===== src/rtl/cpu_pkg.sv =====
// Shared definitions for the memory port arbiter: FSM state encoding,
// read-return owner tags and default bus widths.
package cpu_pkg;

  localparam int DEF_ADDR_W = 16;
  localparam int DEF_DATA_W = 16;

  // Access sequencing states; one RAM access is issued per ACC_* cycle.
  typedef enum logic [1:0] {
    IDLE    = 2'd0,
    ACC_CPU = 2'd1,
    ACC_VID = 2'd2
  } state_e;

  // Tag carried alongside an in-flight read so its data returns to the right port.
  typedef enum logic {
    OWN_CPU = 1'b0,
    OWN_VID = 1'b1
  } owner_e;

endpackage


===== src/rtl/mem_port_arbiter_if.sv =====
// Requester-side memory port: req/gnt handshake plus registered read return.
// The requester drives through the master modport; the arbiter takes slave.
interface mem_port_arbiter_if
  import cpu_pkg::*;
#(
  parameter int ADDR_W = DEF_ADDR_W,
  parameter int DATA_W = DEF_DATA_W
);

  logic              req;
  logic              we;
  logic [ADDR_W-1:0] addr;
  logic [DATA_W-1:0] wr_data;
  logic              gnt;
  logic              rd_valid;
  logic [DATA_W-1:0] rd_data;

  modport master (output req, we, addr, wr_data, input gnt, rd_valid, rd_data);
  modport slave  (input req, we, addr, wr_data, output gnt, rd_valid, rd_data);

endinterface


===== src/rtl/mem_port_arbiter_arb_rr2.sv =====
// Two-way winner select between the CPU and video requesters.
// Default build: round robin on ties, remembering the last winner.
// With ARB_CPU_PRIORITY_EN defined: CPU wins ties unless video has lost
// STARVE_LIMIT ties in a row, in which case video wins the next tie.
module arb_rr2
  import cpu_pkg::*;
#(
  parameter int STARVE_LIMIT = 4
) (
  input  logic   clk,
  input  logic   rst_n,
  input  logic   cpu_req,
  input  logic   vid_req,
  output logic   any_req,
  output owner_e winner
);

  if (STARVE_LIMIT < 1) begin : g_bad_limit
    $error("arb_rr2: STARVE_LIMIT must be at least 1");
  end

  logic tie;
  assign tie = cpu_req & vid_req;

`ifdef ARB_CPU_PRIORITY_EN
  localparam int CNT_W = $clog2(STARVE_LIMIT + 1);

  logic [CNT_W-1:0] starve_cnt;
  logic             vid_starved;
  assign vid_starved = (starve_cnt == CNT_W'(STARVE_LIMIT));

  // Count ties video has lost since its last grant.
  always_ff @(posedge clk or negedge rst_n) begin
    if (!rst_n) begin
      starve_cnt <= '0;
    end else if (any_req) begin
      if (winner == OWN_VID) starve_cnt <= '0;
      else if (tie)          starve_cnt <= starve_cnt + 1'b1;
    end
  end
`else
  owner_e last_winner;

  // Remember who won the most recent grant; video at reset so the CPU takes the first tie.
  always_ff @(posedge clk or negedge rst_n) begin
    if (!rst_n)       last_winner <= OWN_VID;
    // NOTE: state registers use non-blocking assignments so every flop samples pre-edge values.
    else if (any_req) last_winner <= winner;
  end
`endif

  // Pick this edge's winner from the pending requests.
  always_comb begin
    // NOTE: every output of a combinational block gets a default first so no latch is inferred.
    any_req = cpu_req | vid_req;
    winner  = OWN_CPU;
    if (tie) begin
`ifdef ARB_CPU_PRIORITY_EN
      winner = vid_starved ? OWN_VID : OWN_CPU;
`else
      winner = (last_winner == OWN_VID) ? OWN_CPU : OWN_VID;
`endif
    end else if (vid_req) begin
      winner = OWN_VID;
    end
  end

endmodule


===== src/rtl/mem_port_arbiter.sv =====
// Shares one single-port, 1-cycle-latency block RAM between the CPU port and
// the video scan-out reader. One access per cycle, back-to-back grants allowed.
// Optional macro ARB_CPU_PRIORITY_EN switches ties from round robin to
// CPU priority with a video starvation limit.
module mem_port_arbiter
  import cpu_pkg::*;
#(
  parameter int ADDR_W       = DEF_ADDR_W,
  parameter int DATA_W       = DEF_DATA_W,
  parameter int STARVE_LIMIT = 4
) (
  input  logic               clk,
  input  logic               rst_n,
  mem_port_arbiter_if.slave  cpu,
  mem_port_arbiter_if.slave  vid,
  output logic [ADDR_W-1:0]  mem_addr,
  output logic [DATA_W-1:0]  mem_wr_data,
  output logic               mem_we,
  input  logic [DATA_W-1:0]  mem_rd_data
);

  state_e            state, next_state;
  logic              any_req;
  owner_e            winner;
  logic              rd_pend;
  owner_e            rd_owner;
  logic              cpu_rd_valid, vid_rd_valid;
  logic [DATA_W-1:0] cpu_rd_hold, vid_rd_hold;

  arb_rr2 #(.STARVE_LIMIT(STARVE_LIMIT)) u_arb (
    .clk     (clk),
    .rst_n   (rst_n),
    .cpu_req (cpu.req),
    .vid_req (vid.req),
    .any_req (any_req),
    .winner  (winner)
  );

  // Next access: go straight to the winner's access state, else idle.
  always_comb begin
    next_state = IDLE;
    if (any_req) next_state = (winner == OWN_CPU) ? ACC_CPU : ACC_VID;
  end

  // FSM state register.
  always_ff @(posedge clk or negedge rst_n) begin
    if (!rst_n) state <= IDLE;
    else        state <= next_state;
  end

  // Launch the winner's access into the RAM address/data/write-enable registers.
  always_ff @(posedge clk or negedge rst_n) begin
    if (!rst_n) begin
      mem_addr    <= '0;
      mem_wr_data <= '0;
      mem_we      <= 1'b0;
    end else begin
      unique case (next_state)
        ACC_CPU: begin
          mem_addr    <= cpu.addr;
          mem_wr_data <= cpu.wr_data;
          mem_we      <= cpu.we;
        end
        ACC_VID: begin
          mem_addr <= vid.addr;
          mem_we   <= 1'b0;
        end
        default: mem_we <= 1'b0;
      endcase
    end
  end

  assign cpu.gnt = (state == ACC_CPU);
  assign vid.gnt = (state == ACC_VID);

  // Tag the read issued this cycle so its data returns to the right port next cycle.
  always_ff @(posedge clk or negedge rst_n) begin
    if (!rst_n) begin
      rd_pend  <= 1'b0;
      rd_owner <= OWN_CPU;
    end else begin
      rd_pend  <= ((state == ACC_CPU) && !mem_we) || (state == ACC_VID);
      rd_owner <= (state == ACC_VID) ? OWN_VID : OWN_CPU;
    end
  end

  assign cpu_rd_valid = rd_pend && (rd_owner == OWN_CPU);
  assign vid_rd_valid = rd_pend && (rd_owner == OWN_VID);

  // Keep each port's last read word so rd_data holds between valid pulses.
  always_ff @(posedge clk or negedge rst_n) begin
    if (!rst_n) begin
      cpu_rd_hold <= '0;
      vid_rd_hold <= '0;
    end else begin
      if (cpu_rd_valid) cpu_rd_hold <= mem_rd_data;
      if (vid_rd_valid) vid_rd_hold <= mem_rd_data;
    end
  end

  // The RAM output register already provides the valid-cycle data; the hold
  // registers take over afterwards, so no extra cycle of latency is added.
  assign cpu.rd_valid = cpu_rd_valid;
  assign vid.rd_valid = vid_rd_valid;
  assign cpu.rd_data  = cpu_rd_valid ? mem_rd_data : cpu_rd_hold;
  assign vid.rd_data  = vid_rd_valid ? mem_rd_data : vid_rd_hold;

endmodule


===== src/flat_wrapper.sv =====
// flat-port wrapper written by rule: the top's interface ports become plain ports
module mem_port_arbiter_flat import cpu_pkg::*;
#(
  parameter int ADDR_W       = DEF_ADDR_W,
  parameter int DATA_W       = DEF_DATA_W,
  parameter int STARVE_LIMIT = 4
)
  (clk, rst_n, mem_addr, mem_wr_data, mem_we, mem_rd_data, cpu_req, cpu_we, cpu_addr, cpu_wr_data, cpu_gnt, cpu_rd_valid, cpu_rd_data, vid_req, vid_we, vid_addr, vid_wr_data, vid_gnt, vid_rd_valid, vid_rd_data);
  mem_port_arbiter_if #(.ADDR_W(ADDR_W), .DATA_W(DATA_W)) cpu_i ();
  mem_port_arbiter_if #(.ADDR_W(ADDR_W), .DATA_W(DATA_W)) vid_i ();
  input  logic clk;
  input  logic rst_n;
  output logic [ADDR_W-1:0] mem_addr;
  output logic [DATA_W-1:0] mem_wr_data;
  output logic mem_we;
  input  logic [DATA_W-1:0] mem_rd_data;
  input wire logic [$bits(cpu_i.req)-1:0] cpu_req;
  input wire logic [$bits(cpu_i.we)-1:0] cpu_we;
  input wire logic [$bits(cpu_i.addr)-1:0] cpu_addr;
  input wire logic [$bits(cpu_i.wr_data)-1:0] cpu_wr_data;
  output wire logic [$bits(cpu_i.gnt)-1:0] cpu_gnt;
  output wire logic [$bits(cpu_i.rd_valid)-1:0] cpu_rd_valid;
  output wire logic [$bits(cpu_i.rd_data)-1:0] cpu_rd_data;
  input wire logic [$bits(vid_i.req)-1:0] vid_req;
  input wire logic [$bits(vid_i.we)-1:0] vid_we;
  input wire logic [$bits(vid_i.addr)-1:0] vid_addr;
  input wire logic [$bits(vid_i.wr_data)-1:0] vid_wr_data;
  output wire logic [$bits(vid_i.gnt)-1:0] vid_gnt;
  output wire logic [$bits(vid_i.rd_valid)-1:0] vid_rd_valid;
  output wire logic [$bits(vid_i.rd_data)-1:0] vid_rd_data;
  assign cpu_i.req = cpu_req;
  assign cpu_i.we = cpu_we;
  assign cpu_i.addr = cpu_addr;
  assign cpu_i.wr_data = cpu_wr_data;
  assign cpu_gnt = cpu_i.gnt;
  assign cpu_rd_valid = cpu_i.rd_valid;
  assign cpu_rd_data = cpu_i.rd_data;
  assign vid_i.req = vid_req;
  assign vid_i.we = vid_we;
  assign vid_i.addr = vid_addr;
  assign vid_i.wr_data = vid_wr_data;
  assign vid_gnt = vid_i.gnt;
  assign vid_rd_valid = vid_i.rd_valid;
  assign vid_rd_data = vid_i.rd_data;
  mem_port_arbiter #(.ADDR_W(ADDR_W), .DATA_W(DATA_W), .STARVE_LIMIT(STARVE_LIMIT)) u_core (.clk(clk), .rst_n(rst_n), .cpu(cpu_i), .vid(vid_i), .mem_addr(mem_addr), .mem_wr_data(mem_wr_data), .mem_we(mem_we), .mem_rd_data(mem_rd_data));
endmodule

===== config.mk =====
export PLATFORM = sky130hd
export DESIGN_NAME = mem_port_arbiter_flat
export DESIGN_NICKNAME = d
export VERILOG_FILES = /design/src/rtl/cpu_pkg.sv /design/src/rtl/mem_port_arbiter_if.sv /design/src/rtl/mem_port_arbiter_arb_rr2.sv /design/src/rtl/mem_port_arbiter.sv /design/src/flat_wrapper.sv
export SDC_FILE = /design/constraint.sdc
export NUM_CORES = 1
export LEC_CHECK = 0
export ABC_AREA = 1
export BUFFER_PORTS_ARGS = -buffer_cell sky130_fd_sc_hd__buf_4
export CORE_AREA = 2 2 84 86
export CTS_CLUSTER_DIAMETER = 200
export DETAILED_ROUTE_END_ITERATION = 7
export DIE_AREA = 0 0 86 88
export PLACE_DENSITY = 0.76
export SYNTH_ARGS = -nofsm -noshare
export SYNTH_HDL_FRONTEND = slang
export SYNTH_HIERARCHICAL = 1
export SYNTH_SLANG_ARGS = --single-unit

===== constraint.sdc =====
create_clock -name clk -period 1.7 [get_ports clk]
set_input_delay 0.255 -clock clk [delete_from_list [all_inputs] [get_ports clk]]
set_output_delay 0.255 -clock clk [all_outputs]
set_load 0.01 [all_outputs]

# Yosys cells after proc, flatten, opt, wreduce, memory -nomap -nowiden
# Index checks and enable logic that the tools add are counted.
dict set report classes {
  eq_ne 4
  n_mux 10
  bitwise 3
  n_reduce_logical 6
}
# cell n
set ops {}
lappend ops {{$mux 16} 2}
lappend ops {{$pmux 16 s2} 1}
lappend ops {{$mux 1} 5}
lappend ops {{$eq 2x1->1 const B} 2}
lappend ops {{$eq 2x2->1 const B} 2}
lappend ops {{$mux 2} 2}
lappend ops {{$logic_and 1x1->1} 3}
lappend ops {{$reduce_bool 2->1} 1}
lappend ops {{$and 1x1->1} 1}
lappend ops {{$logic_not 1->1} 1}
lappend ops {{$logic_or 1x1->1} 1}
lappend ops {{$not 1->1} 1}
lappend ops {{$or 1x1->1} 1}
dict set report word_totals {
  regBits 70
  in_bits 86
}

# Logic depth before layout (Yosys ltp)
dict set report logic_depth {
  word_depth 6
  depth_mapped 9
}

# By module
# The synthesis kept the hierarchy.
# mod instances cells_per_inst area_each_um2
set by_module_without_submodules {}
lappend by_module_without_submodules {mem_port_arbiter 1 316 2869.0}
lappend by_module_without_submodules {arb_rr2 1 8 55.1}

# Worst setup path after synthesis
# No wires, ideal clock.
dict set report synth_path {
  kind {flip-flop to flip-flop}
  start {register u_core.u_arb.last_winner}
  end {register u_core.mem_wr_data[10]}
  setup_ns 0.117
  t_arrival_ns 1.152
  path_slack_ns 0.431
  stages_incl_launch_ff 10
  path_buffers 2
  period_less_slack_ns 1.269
  cell_sequence {dfstp_2 -> nand2_1 -> inv_1 -> nor2_1 -> buf_4 -> inv_4 -> nand2_4 -> buf_6 -> nand2_1 -> nand2_1}
}
dict set report synth_between {
  elab_chain_len 5
}
# element line_no
set synth_lines {}
lappend synth_lines {{from (decl)} mem_port_arbiter_arb_rr2.sv:42} ;# owner_e last_winner;
lappend synth_lines {{from (signal assigned)} mem_port_arbiter_arb_rr2.sv:48} ;# else if (any_req) last_winner <= winner;
lappend synth_lines {{$mux 1} mem_port_arbiter_arb_rr2.sv:61} ;# winner = (last_winner == OWN_VID) ? OWN_CPU : OWN_VID;
lappend synth_lines {{$mux 1} mem_port_arbiter_arb_rr2.sv:57} ;# if (tie) begin
lappend synth_lines {{net u_core.winner} mem_port_arbiter.sv:24} ;# owner_e winner;
lappend synth_lines {{$mux 2 (2 in series)} mem_port_arbiter.sv:42} ;# if (any_req) next_state = (winner == OWN_CPU) ? ACC_CPU : ACC_VID;
lappend synth_lines {{$eq 2x1->1} mem_port_arbiter.sv:58} ;# unique case (next_state)
lappend synth_lines {{to (signal assigned)} mem_port_arbiter.sv:61} ;# mem_wr_data <= cpu.wr_data;
lappend synth_lines {{to (decl)} mem_port_arbiter.sv:17} ;# output logic [DATA_W-1:0] mem_wr_data,
# The timed path passes the listed nets, and every way through them passes these cells.
# A chain may end at the register's enable or synchronous reset.

# Final worst setup path
dict set report layout_path {
  start {register u_core.rd_pend}
  end {output cpu_rd_data[5]}
}
dict set report layout_between {
  elab_chain_len 2
}
# element line_no
set layout_lines {}
lappend layout_lines {{from (decl)} mem_port_arbiter.sv:25} ;# logic rd_pend;
lappend layout_lines {{from (signal assigned)} mem_port_arbiter.sv:82} ;# rd_pend <= ((state == ACC_CPU) && !mem_we) || (state == ACC_VID);
lappend layout_lines {{$logic_and 1x1->1} mem_port_arbiter.sv:87} ;# assign cpu_rd_valid = rd_pend && (rd_owner == OWN_CPU);
lappend layout_lines {{$mux 16} mem_port_arbiter.sv:105} ;# assign cpu.rd_data = cpu_rd_valid ? mem_rd_data : cpu_rd_hold;
lappend layout_lines {{to (decl)} flat_wrapper.sv:23} ;# output wire logic [$bits(cpu_i.rd_data)-1:0] cpu_rd_data;
# No other way between the ends.

==> results.sh <==
export IMPL_cts_root_buffer="sky130_fd_sc_hd__clkbuf_8"
export IMPL_power_per_cell_area_mw_per_mm2=1150
export IMPL_fin_total_pwr_uw=4890
export IMPL_totalWireLength_um=7490
export IMPL_hold_class="primary input to flop"
export IMPL_critical_path_endpoint_type="output pin"
export IMPL_clock_skew_ns=0.00790
export IMPL_slew_headroom_pct=69.7
export IMPL_first_global_vias=2563
export IMPL_synth_sequential_area_ratio_pct=59.9
export IMPL_critPathLaunch="u_core/rd_pend$_DFF_PN0_"
export IMPL_syn_num_nets=410
export IMPL_floorplan_initialDensity_pct=44.0
export IMPL_post_route_min_period_ns=1.64
export IMPL_via_density_per_instance=4.88
export IMPL_n_fill_cell=552
export IMPL_layout_cell_area_excl_fill_mm2=0.00425
export IMPL_combinational_family_with_the_most_area_after_synthesis="simple AND/OR/NAND/NOR gates"
export IMPL_die_height_um=88
export IMPL_clkSinkCount=70
export IMPL_outcome="finished clean"
export IMPL_dpl_instance_area_mm2=0.00397
export IMPL_path_type_of_the_worst_setup_path="flop to output pin"
export IMPL_clkLatencyLatePin_ns=0.33
export IMPL_die_width_um=86
export IMPL_cts_path_max_buffers=2
export IMPL_hold_path_startpoint="cpu_we"
export IMPL_worst_slew_pin_transition_ns=0.454
export IMPL_drv_slew=0
export IMPL_per_cell_routed_wire_length_um=13.6
export IMPL_tritoncts="done"
export IMPL_synth_warnings=6
export IMPL_setup_worst_path_start_class="flop"
export IMPL_ir_worst_vdd_v=0.000484
export IMPL_synth_area_mux_share_pct=0
export IMPL_numPortBuffers=137
export IMPL_worst_r2r_startpoint="u_core/u_arb/last_winner$_DFFE_PN1P_"
export IMPL_ys_ff_latch=70
export IMPL_dpl_cell_count=530
export IMPL_clk_pin_slew_ns=0.07
export IMPL_drive_above_1_share_pct=36.2
export IMPL_detailed_place_hpwl_um=5340
export IMPL_cts_htree_levels=3
export IMPL_grt_usage_pct=20.0
export IMPL_grt_max_degree=37
export IMPL_vias=2679
export IMPL_rows=30
export IMPL_mappedNetlistArea_mm2=0.00292
export IMPL_synthSimpleGateAreaFrac_pct=32.8
export IMPL_layout_cells_most_common_list="sky130_fd_sc_hd__buf_4, sky130_fd_sc_hd__nand2_1, sky130_fd_sc_hd__nand3_1"
export IMPL_grt_overflow=0
export IMPL_final_setup_tns_ns=0
export IMPL_cp_arrival_ns=1.38
export IMPL_drc=0
export IMPL_detail_route_first_pass_iterations=4
export IMPL_drtAntennaViolNets=0
export IMPL_post_synth_fa_ha_maj_area_fraction_pct=0
export IMPL_grt_antenna_before_repair=0
export IMPL_hold_violations=0
export IMPL_layout_core_utilization_pct=63.9
export IMPL_static_leakage_power_uw=0.00236
export IMPL_antenna_cells_inserted=0
export IMPL_core_region_area_mm2=0.00664
export IMPL_cts_inserted_buffers=9
export IMPL_fin_crit_sh_pct=96.4
export IMPL_floorplan_io_pins=155
export IMPL_setup_violations_final=0
export IMPL_synthesis_instances=324
export IMPL_replace_congestion=0.798
export IMPL_synthToLayoutAreaGrowth_pct=45.2
export IMPL_finalNetCount=552
export IMPL_timing_fmax_ghz=0.610
export IMPL_xor_xnor_cell_area_share_of_the_yosys_netlist_pct=0
export IMPL_synth_compound_gate_area_share_pct=0
export IMPL_crit_required_ns=1.44
export IMPL_grt_pass1_wl_um=11800
export IMPL_dr_first_iter_drc_count=73
export IMPL_final_common_cell="sky130_fd_sc_hd__buf_4"
export IMPL_fp_dieArea_mm2=0.00757
export IMPL_synth_distinct_cells=15
export IMPL_final_cell_count_no_fill=549
export IMPL_critPathMaxFanout=17
export IMPL_max_cap_viols=0
export IMPL_syn_mean_instance_area_um2=9.02
-- flip-flops by register name, summed over array words and instances (netlist names) --
| register | cells |
|---|---|
| u_core/mem_addr | 16 |
| u_core/rd_owner | 1 |
| u_core/mem_wr_data | 16 |
| u_core/rd_pend | 1 |
| u_core/vid_rd_hold | 16 |
| u_core/state | 2 |
| u_core/cpu_rd_hold | 16 |
| u_core/u_arb/last_winner | 1 |
| u_core/mem_we | 1 |
-- per-layer routing --
metal	GRT usage (%)	share of wire (%)
met1	23.4	40
met2	34.2	48
met3	6.31	9.8
met4	7.94	1.6
met5	0	0
-- repair_timing --
action,in CTS,in global routing
resized for setup,4,5
cloned,0,1
hold buffers,1,0
endpoints found under the setup margin,16,31
pin swaps,0,1
setup buffers,0,3
endpoints found under the hold margin,27,0
-- cells in the mapped netlist, drive strengths merged --
| cell type | instances | area (um^2) |
|---|---|---|
| nand2 | 136 | 533 |
| nand3 | 80 | 400 |
| dfrtp | 69 | 1730 |
| buf | 19 | 156 |
| inv | 13 | 56.3 |
| nor2 | 5 | 18.8 |
| dfstp | 1 | 26.3 |
| or2 | 1 | 6.26 |
-- stage by stage --
step	setup slack, ns	hold slack [ns]
finish	0.0611	0.146
global route	-0.0151	0.127
CTS	0.00236	0.127
detailed placement	0.254	0.218
global placement	0.295	0.215
floorplan	0.431	-0.0406
-- area by class of cell --
cell class                 count  area, um^2  area share (%)
clock buffer                  12         145            3.42
clock inverter                 2        10.0           0.236
inverter                      13        61.3            1.44
multi-input combinational    222         967            22.8
sequential                    70        1750            41.3
tap                           80         100            2.36
timing repair buffer         150        1210            28.5
-- power breakdown --
| group | switching [uW] | internal [uW] | leakage, uW |
|---|---|---|---|
| combinational | 825 | 795 | 0.00142 |
| sequential | 137 | 2040 | 0.000852 |
| clock | 546 | 549 | 0.0000821 |
| total | 1510 | 3380 | 0.00236 |
-- kinds of logic after synthesis --
logic type / count (synthesis)
buffers and inverters: 32
AND/OR/NAND/NOR: 222
flip-flops: 70
-- worst max-delay path: stages (launching register included) --
cell and delay, ns:
sky130_fd_sc_hd__dfrtp_1 0.43, sky130_fd_sc_hd__buf_12 0.18, sky130_fd_sc_hd__nand2_8 0.14, sky130_fd_sc_hd__nand2_1 0.06
sky130_fd_sc_hd__nand2_1 0.10, sky130_fd_sc_hd__buf_4 0.13
-- path summary, 6_finish.rpt --
check,to,slack [ns],cells past startpoint
worst max-delay path,cpu_rd_data[5],0.06,5
worst min-delay path,u_core/mem_we$_DFF_PN0_,0.15,3
worst max register to register,u_core/mem_wr_data[12]$_DFFE_PN0N_,0.31,7
worst min register to register,u_core/mem_wr_data[10]$_DFFE_PN0N_,0.47,2
max in group asynchronous,u_core/cpu_rd_hold[10]$_DFF_PN0_,0.78,3
min in group asynchronous,u_core/mem_addr[11]$_DFFE_PN0P_,0.40,2
Note: power is estimated with default switching activity, not from simulation.
